### config.mk
export PLATFORM = sky130hd
export DESIGN_NAME = vrom_pixel_reader_flat
export DESIGN_NICKNAME = d
export VERILOG_FILES = /design/src/rtl/vrom_pixel_reader_if.sv /design/src/rtl/vrom_pixel_reader.sv /design/src/flat_wrapper.sv
export SDC_FILE = /design/constraint.sdc
export NUM_CORES = 1
export LEC_CHECK = 0
export ABC_AREA = 1
export CAP_MARGIN = 20
export CORE_ASPECT_RATIO = 1.4
export CORE_MARGIN = 4
export CORE_UTILIZATION = 50
export CTS_BUF_LIST = sky130_fd_sc_hd__clkbuf_4
export CTS_CLUSTER_SIZE = 8
export DETAILED_ROUTE_END_ITERATION = 10
export PLACE_DENSITY_LB_ADDON = 0.1
export SKIP_CTS_REPAIR_TIMING = 1
export SYNTH_ARGS = -nofsm -noshare
export SYNTH_HDL_FRONTEND = slang
export SYNTH_SLANG_ARGS = --single-unit
### constraint.sdc
create_clock -name CLK -period 1.8 [get_ports CLK]
set_clock_uncertainty 0.1 [all_clocks]
set_input_delay 0.36 -clock CLK [delete_from_list [all_inputs] [get_ports CLK]]
set_output_delay 0.36 -clock CLK [all_outputs]
set_load 0.02 [all_outputs]
### src/rtl/vrom_pixel_reader_if.sv
// Bus bundle between the raster reader, the video ROM read port and the VGA pins.
//   Address    : ROM read address, driven by the reader
//   DataIn     : ROM read data, driven by the ROM one CLK after Address changes
//   RGB        : pixel colour to the connector (R[11:8] G[7:4] B[3:0])
//   HSync      : horizontal sync, active low
//   VSync      : vertical sync, active low
//   Active     : high while RGB carries a visible pixel
//   FrameStart : one-CLK pulse when the raster wraps to (0,0)
// master = the reader, slave = the ROM / pin side.
interface vrom_pixel_reader_if #(
  parameter int unsigned ROM_WIDTH     = 12,
  parameter int unsigned ROM_ADDR_BITS = 20
);
  logic [ROM_ADDR_BITS-1:0] Address;
  logic [ROM_WIDTH-1:0]     DataIn;
  logic [ROM_WIDTH-1:0]     RGB;
  logic                     HSync;
  logic                     VSync;
  logic                     Active;
  logic                     FrameStart;

  modport master (
    output Address,
    output RGB,
    output HSync,
    output VSync,
    output Active,
    output FrameStart,
    input  DataIn
  );

  modport slave (
    input  Address,
    input  RGB,
    input  HSync,
    input  VSync,
    input  Active,
    input  FrameStart,
    output DataIn
  );
endinterface

### src/rtl/vrom_pixel_reader.sv
// Raster-scan reader for a video ROM with a 1-CLK registered read port.
// Generates VGA timing from pixel-rate ticks, walks the ROM address in raster order
// and emits RGB plus sync signals delayed by exactly one pixel tick so that they line
// up with the ROM data that answers the previous address.
// Ports:
//   CLK       : system clock, all state on its rising edge
//   RESET     : asynchronous, active-high reset
//   PixelTick : pixel-rate enable, one CLK wide, pulses at least 2 CLK apart
//   bus       : master side of vrom_pixel_reader_if (Address/DataIn, RGB, syncs,
//               Active, FrameStart)
module vrom_pixel_reader #(
  parameter int unsigned ROM_WIDTH     = 12,
  parameter int unsigned ROM_ADDR_BITS = 20,
  parameter int unsigned H_ACTIVE      = 640,
  parameter int unsigned H_FP          = 16,
  parameter int unsigned H_SYNC        = 96,
  parameter int unsigned H_BP          = 48,
  parameter int unsigned V_ACTIVE      = 480,
  parameter int unsigned V_FP          = 10,
  parameter int unsigned V_SYNC        = 2,
  parameter int unsigned V_BP          = 33
) (
  input logic                CLK,
  input logic                RESET,
  input logic                PixelTick,
  vrom_pixel_reader_if.master bus
);

  localparam int unsigned H_TOTAL = H_ACTIVE + H_FP + H_SYNC + H_BP;
  localparam int unsigned V_TOTAL = V_ACTIVE + V_FP + V_SYNC + V_BP;
  localparam int unsigned HCW     = (H_TOTAL > 1) ? $clog2(H_TOTAL) : 1;
  localparam int unsigned VCW     = (V_TOTAL > 1) ? $clog2(V_TOTAL) : 1;

  // Sized copies of the timing constants keep every compare width-matched.
  localparam logic [HCW-1:0] H_LAST     = HCW'(H_TOTAL - 1);
  localparam logic [HCW-1:0] H_VIS      = HCW'(H_ACTIVE);
  localparam logic [HCW-1:0] HS_FIRST   = HCW'(H_ACTIVE + H_FP);
  localparam logic [HCW-1:0] HS_LAST    = HCW'(H_ACTIVE + H_FP + H_SYNC - 1);
  localparam logic [HCW-1:0] H_ONE      = HCW'(1);
  localparam logic [VCW-1:0] V_LAST     = VCW'(V_TOTAL - 1);
  localparam logic [VCW-1:0] V_VIS      = VCW'(V_ACTIVE);
  localparam logic [VCW-1:0] VS_FIRST   = VCW'(V_ACTIVE + V_FP);
  localparam logic [VCW-1:0] VS_LAST    = VCW'(V_ACTIVE + V_FP + V_SYNC - 1);
  localparam logic [VCW-1:0] V_ONE      = VCW'(1);
  localparam logic [ROM_ADDR_BITS-1:0] ADDR_ONE = ROM_ADDR_BITS'(1);

  logic [HCW-1:0]           hc_q;
  logic [VCW-1:0]           vc_q;
  logic [ROM_ADDR_BITS-1:0] addr_q;
  logic [ROM_WIDTH-1:0]     rgb_q;
  logic                     hsync_q;
  logic                     vsync_q;
  logic                     active_q;
  logic                     frame_start_q;

  logic vis;
  logic h_wrap;
  logic v_wrap;
  logic in_hsync;
  logic in_vsync;

  // Everything below is decoded from the pre-increment counter values.
  always_comb begin
    vis      = (hc_q < H_VIS) && (vc_q < V_VIS);
    h_wrap   = (hc_q == H_LAST);
    v_wrap   = (vc_q == V_LAST);
    in_hsync = (hc_q >= HS_FIRST) && (hc_q <= HS_LAST);
    in_vsync = (vc_q >= VS_FIRST) && (vc_q <= VS_LAST);
  end

  always_ff @(posedge CLK or posedge RESET) begin
    if (RESET) begin
      hc_q          <= '0;
      vc_q          <= '0;
      addr_q        <= '0;
      rgb_q         <= '0;
      hsync_q       <= 1'b1;
      vsync_q       <= 1'b1;
      active_q      <= 1'b0;
      frame_start_q <= 1'b0;
    end else begin
      frame_start_q <= 1'b0;
      if (PixelTick) begin
        // Raster counters.
        if (h_wrap) begin
          hc_q <= '0;
          vc_q <= v_wrap ? '0 : vc_q + V_ONE;
        end else begin
          hc_q <= hc_q + H_ONE;
        end

        // Address tracks the raster index incrementally: it advances once per visible
        // pixel, parks at V_ACTIVE*H_ACTIVE through the vertical blank and rewinds
        // only on the frame wrap.
        if (h_wrap && v_wrap) begin
          addr_q        <= '0;
          frame_start_q <= 1'b1;
        end else if (vis) begin
          addr_q <= addr_q + ADDR_ONE;
        end

        // DataIn answers the address that described the position being retired here,
        // so the colour and the syncs all refer to the same pixel.
        rgb_q    <= vis ? bus.DataIn : '0;
        active_q <= vis;
        hsync_q  <= ~in_hsync;
        vsync_q  <= ~in_vsync;
      end
    end
  end

  assign bus.Address    = addr_q;
  assign bus.RGB        = rgb_q;
  assign bus.HSync      = hsync_q;
  assign bus.VSync      = vsync_q;
  assign bus.Active     = active_q;
  assign bus.FrameStart = frame_start_q;

endmodule

### src/flat_wrapper.sv
// flat-port wrapper written by rule: the top's interface ports become plain ports
module vrom_pixel_reader_flat 
#(
  parameter int unsigned ROM_WIDTH     = 12,
  parameter int unsigned ROM_ADDR_BITS = 20,
  parameter int unsigned H_ACTIVE      = 640,
  parameter int unsigned H_FP          = 16,
  parameter int unsigned H_SYNC        = 96,
  parameter int unsigned H_BP          = 48,
  parameter int unsigned V_ACTIVE      = 480,
  parameter int unsigned V_FP          = 10,
  parameter int unsigned V_SYNC        = 2,
  parameter int unsigned V_BP          = 33
)
  (CLK, RESET, PixelTick, bus_Address, bus_RGB, bus_HSync, bus_VSync, bus_Active, bus_FrameStart, bus_DataIn);
  vrom_pixel_reader_if #(.ROM_WIDTH(ROM_WIDTH), .ROM_ADDR_BITS(ROM_ADDR_BITS)) bus_i ();
  input logic CLK;
  input logic RESET;
  input logic PixelTick;
  output wire logic [$bits(bus_i.Address)-1:0] bus_Address;
  output wire logic [$bits(bus_i.RGB)-1:0] bus_RGB;
  output wire logic [$bits(bus_i.HSync)-1:0] bus_HSync;
  output wire logic [$bits(bus_i.VSync)-1:0] bus_VSync;
  output wire logic [$bits(bus_i.Active)-1:0] bus_Active;
  output wire logic [$bits(bus_i.FrameStart)-1:0] bus_FrameStart;
  input wire logic [$bits(bus_i.DataIn)-1:0] bus_DataIn;
  assign bus_Address = bus_i.Address;
  assign bus_RGB = bus_i.RGB;
  assign bus_HSync = bus_i.HSync;
  assign bus_VSync = bus_i.VSync;
  assign bus_Active = bus_i.Active;
  assign bus_FrameStart = bus_i.FrameStart;
  assign bus_i.DataIn = bus_DataIn;
  vrom_pixel_reader #(.ROM_WIDTH(ROM_WIDTH), .ROM_ADDR_BITS(ROM_ADDR_BITS), .H_ACTIVE(H_ACTIVE), .H_FP(H_FP), .H_SYNC(H_SYNC), .H_BP(H_BP), .V_ACTIVE(V_ACTIVE), .V_FP(V_FP), .V_SYNC(V_SYNC), .V_BP(V_BP)) u_core (.CLK(CLK), .RESET(RESET), .PixelTick(PixelTick), .bus(bus_i));
endmodule
==> impl_metrics.json <==
{
  "final_area_um2": 3960,
  "syn_avg_cell_area_um2": 7.59,
  "setup_violations": 0,
  "tightest_slew_ns": 0.354,
  "clk_path_buf_depth": 2,
  "drtIter0Drc": 189,
  "vias": 2758,
  "synth_top_flop_cell": "dfrtp_1",
  "cts_tree": "built",
  "rsz0062_at_grt": "false",
  "nFillCells": 521,
  "p_leak_nw": 2.30,
  "routedWlPerCell_um": 13.3,
  "antenna_left": 0,
  "clk_pin_slew_ns": 0.18,
  "nNetsFinal": 491,
  "grt_pass1_vias": 2685,
  "grt_pass1_wl_um": 12200,
  "period_share_pct": 91.8,
  "routed_wl_um": 7180,
  "chipHeight_um": 101,
  "path_class": "reg -> reg",
  "place_area_um2": 3790,
  "grt_max_degree": 36,
  "firstDrtPassIters": 6,
  "hp-class": "in -> async",
  "clock-sinks": 56,
  "cp_data_arrival_time_ns": 1.89,
  "status": "completed",
  "peakVddDrop_v": 0.000683,
  "crit_path_end_kind": "flop",
  "track_usage_pct": 20.4,
  "diodes": 0,
  "ys_warn_count": 0,
  "setup_tns_ns": 0,
  "syn_area_um2": 3120,
  "critPathLaunchType": "flop",
  "dieArea_um2": 7590,
  "final_core_util_pct": 66.5,
  "drv_cap": 0,
  "cts_root_buf": "clkbuf_4",
  "syn_inst": 411,
  "numCtsBuffers": 5,
  "fmax_ghz": 0.605,
  "cp_max_fo": 22,
  "yosys.area.top_type_share_pct": 43.3,
  "dp_hpwl_um": 5370,
  "rows": 33,
  "die_w_um": 74.8,
  "numPortBuffers": 50,
  "relSlewSlack_pct": 76.4,
  "htree_levels": 2,
  "synth.distinct_cells": 31,
  "finalMaxSlewViolations": 0,
  "drive_above_1_share_pct": 10.8,
  "clock_latency_ns": 0.38,
  "async_flop_share_pct": 100,
  "finalPower_mw": 2.86,
  "vias_per_cell": 5.10,
  "start_util_pct": 52.5,
  "antenna_found_initial": 0,
  "synthTopCellsByArea": "dfrtp_1 (43%), nand2_1 (16%), nand3_1 (9.1%)",
  "ys_seq_area_share_pct": 45.0,
  "synth_nets": 432,
  "overflow": 0,
  "ios": 51,
  "yosys_register_bits": 56,
  "coreArea_um2": 5950,
  "synth_top_area_cell": "dfrtp_1",
  "period_needed_ns": 1.65,
  "area_growth_pct": 26.7,
  "synth-edff-count": 0,
  "powerDensity_nw_per_um2": 724,
  "place_congestion": 0.862,
  "cp_data_required_time_ns": 2.03,
  "drcViolationCount": 0,
  "hold_viol_final": 0
}
==> placed cells by master, fill, tap and decap left out, drive strengths merged, types with 2 or more instances in the layout <==
cell type / count
clkdlybuf4s50: 14
dlymetal6s2s: 36
o21bai: 5
nand2: 136
xnor2: 6
nor2: 43
nand4: 8
nand3: 60
buf: 15
clkbuf: 5
dfrtp: 54
xor2: 9
inv: 37
o21ai: 21
clkinvlp: 2
dfstp: 2
nor3: 4
a21oi: 3
ha: 6
==> cells in the mapped netlist, types with 5 or more instances <==
cell type / n
nand4_1: 8
ha_1: 6
xor2_1: 9
dfrtp_1: 54
inv_1: 33
o21bai_1: 5
o21ai_1: 12
nor2_1: 38
xnor2_1: 6
nand2_1: 134
nand3_1: 57
o21ai_0: 8
==> metrics by stage <==
stage	hold slack, ns	cells	setup WS, ns
global placement	0.362	533	-0.0553
floorplan	0.340	411	0.185
finish	0.151	541	0.148
global route	0.141	541	0.00150
detailed placement	0.365	533	-0.0584
CTS	0.151	541	-0.231
==> flip-flops by register name, indices dropped and copies added, names as in the netlist <==
register,cells
u_core.vc_q,10
u_core.bus.FrameStart,1
u_core.bus.RGB,12
u_core.bus.HSync,1
u_core.bus.VSync,1
u_core.hc_q,10
u_core.bus.Address,20
u_core.bus.Active,1
==> cell type report <==
| class | instances | area (um2) | share of cell area (%) |
|---|---|---|---|
| Multi-Input combinational cell | 305 | 1490 | 37.6 |
| Sequential cell | 56 | 1410 | 35.7 |
| Timing Repair Buffer | 65 | 766 | 19.4 |
| Inverter | 37 | 143 | 3.61 |
| Tap cell | 70 | 87.6 | 2.21 |
| Clock buffer | 5 | 37.5 | 0.949 |
| Clock inverter | 3 | 21.3 | 0.538 |
==> cell families after synthesis <==
family,Yosys count,synth area share (%)
buffers and inverters,50,7.50
XOR/XNOR,15,4.21
AND/OR/NAND/NOR,254,35.5
flip-flops,56,45.0
AO/OA/AOI/OAI,30,5.37
adder cells (fa/ha/maj),6,2.41
==> worst paths after layout <==
check	cells past startpoint	slack, ns	from	end
max	8	0.15	u_core.hc_q[0]$_DFFE_PP0P_	u_core.bus.Address[10]$_DFFE_PP0P_
min reg2reg	2	0.40	u_core.bus.RGB[6]$_DFFE_PP0P_	u_core.bus.RGB[6]$_DFFE_PP0P_
max in group asynchronous	3	0.90	RESET	u_core.bus.VSync$_DFFE_PP1P_
min in group CLK	3	0.39	bus_DataIn[10]	u_core.bus.RGB[10]$_DFFE_PP0P_
max reg2reg	8	0.15	u_core.hc_q[0]$_DFFE_PP0P_	u_core.bus.Address[10]$_DFFE_PP0P_
min	2	0.15	RESET	u_core.bus.RGB[9]$_DFFE_PP0P_
==> report_power, final <==
group          switching (mW)  total [mW]  internal [mW]
registers               0.184        1.59           1.41
logic                   0.389       0.705          0.316
clock network           0.408       0.564          0.156
total                   0.981        2.86           1.88
==> worst max-delay path, cell delays in order, from the launching register on <==
cell and delay, ns:
dfrtp_1 0.43, ha_1 0.21, nand4_1 0.14, nor2_2 0.22, nand3_2 0.14, buf_12 0.18
nand2_1 0.08, nand2_1 0.06, nand2_1 0.06
==> per-layer routing <==
metal	up-vias	wire length (um)	global-route usage, %
met1	1274	3000	25.2
met3	8	268	2.78
met5	-	0	0
met2	52	3810	36.0
li1	1424	-	-
met4	0	107	6.71
Note: power is estimated with default switching activity, not from simulation.
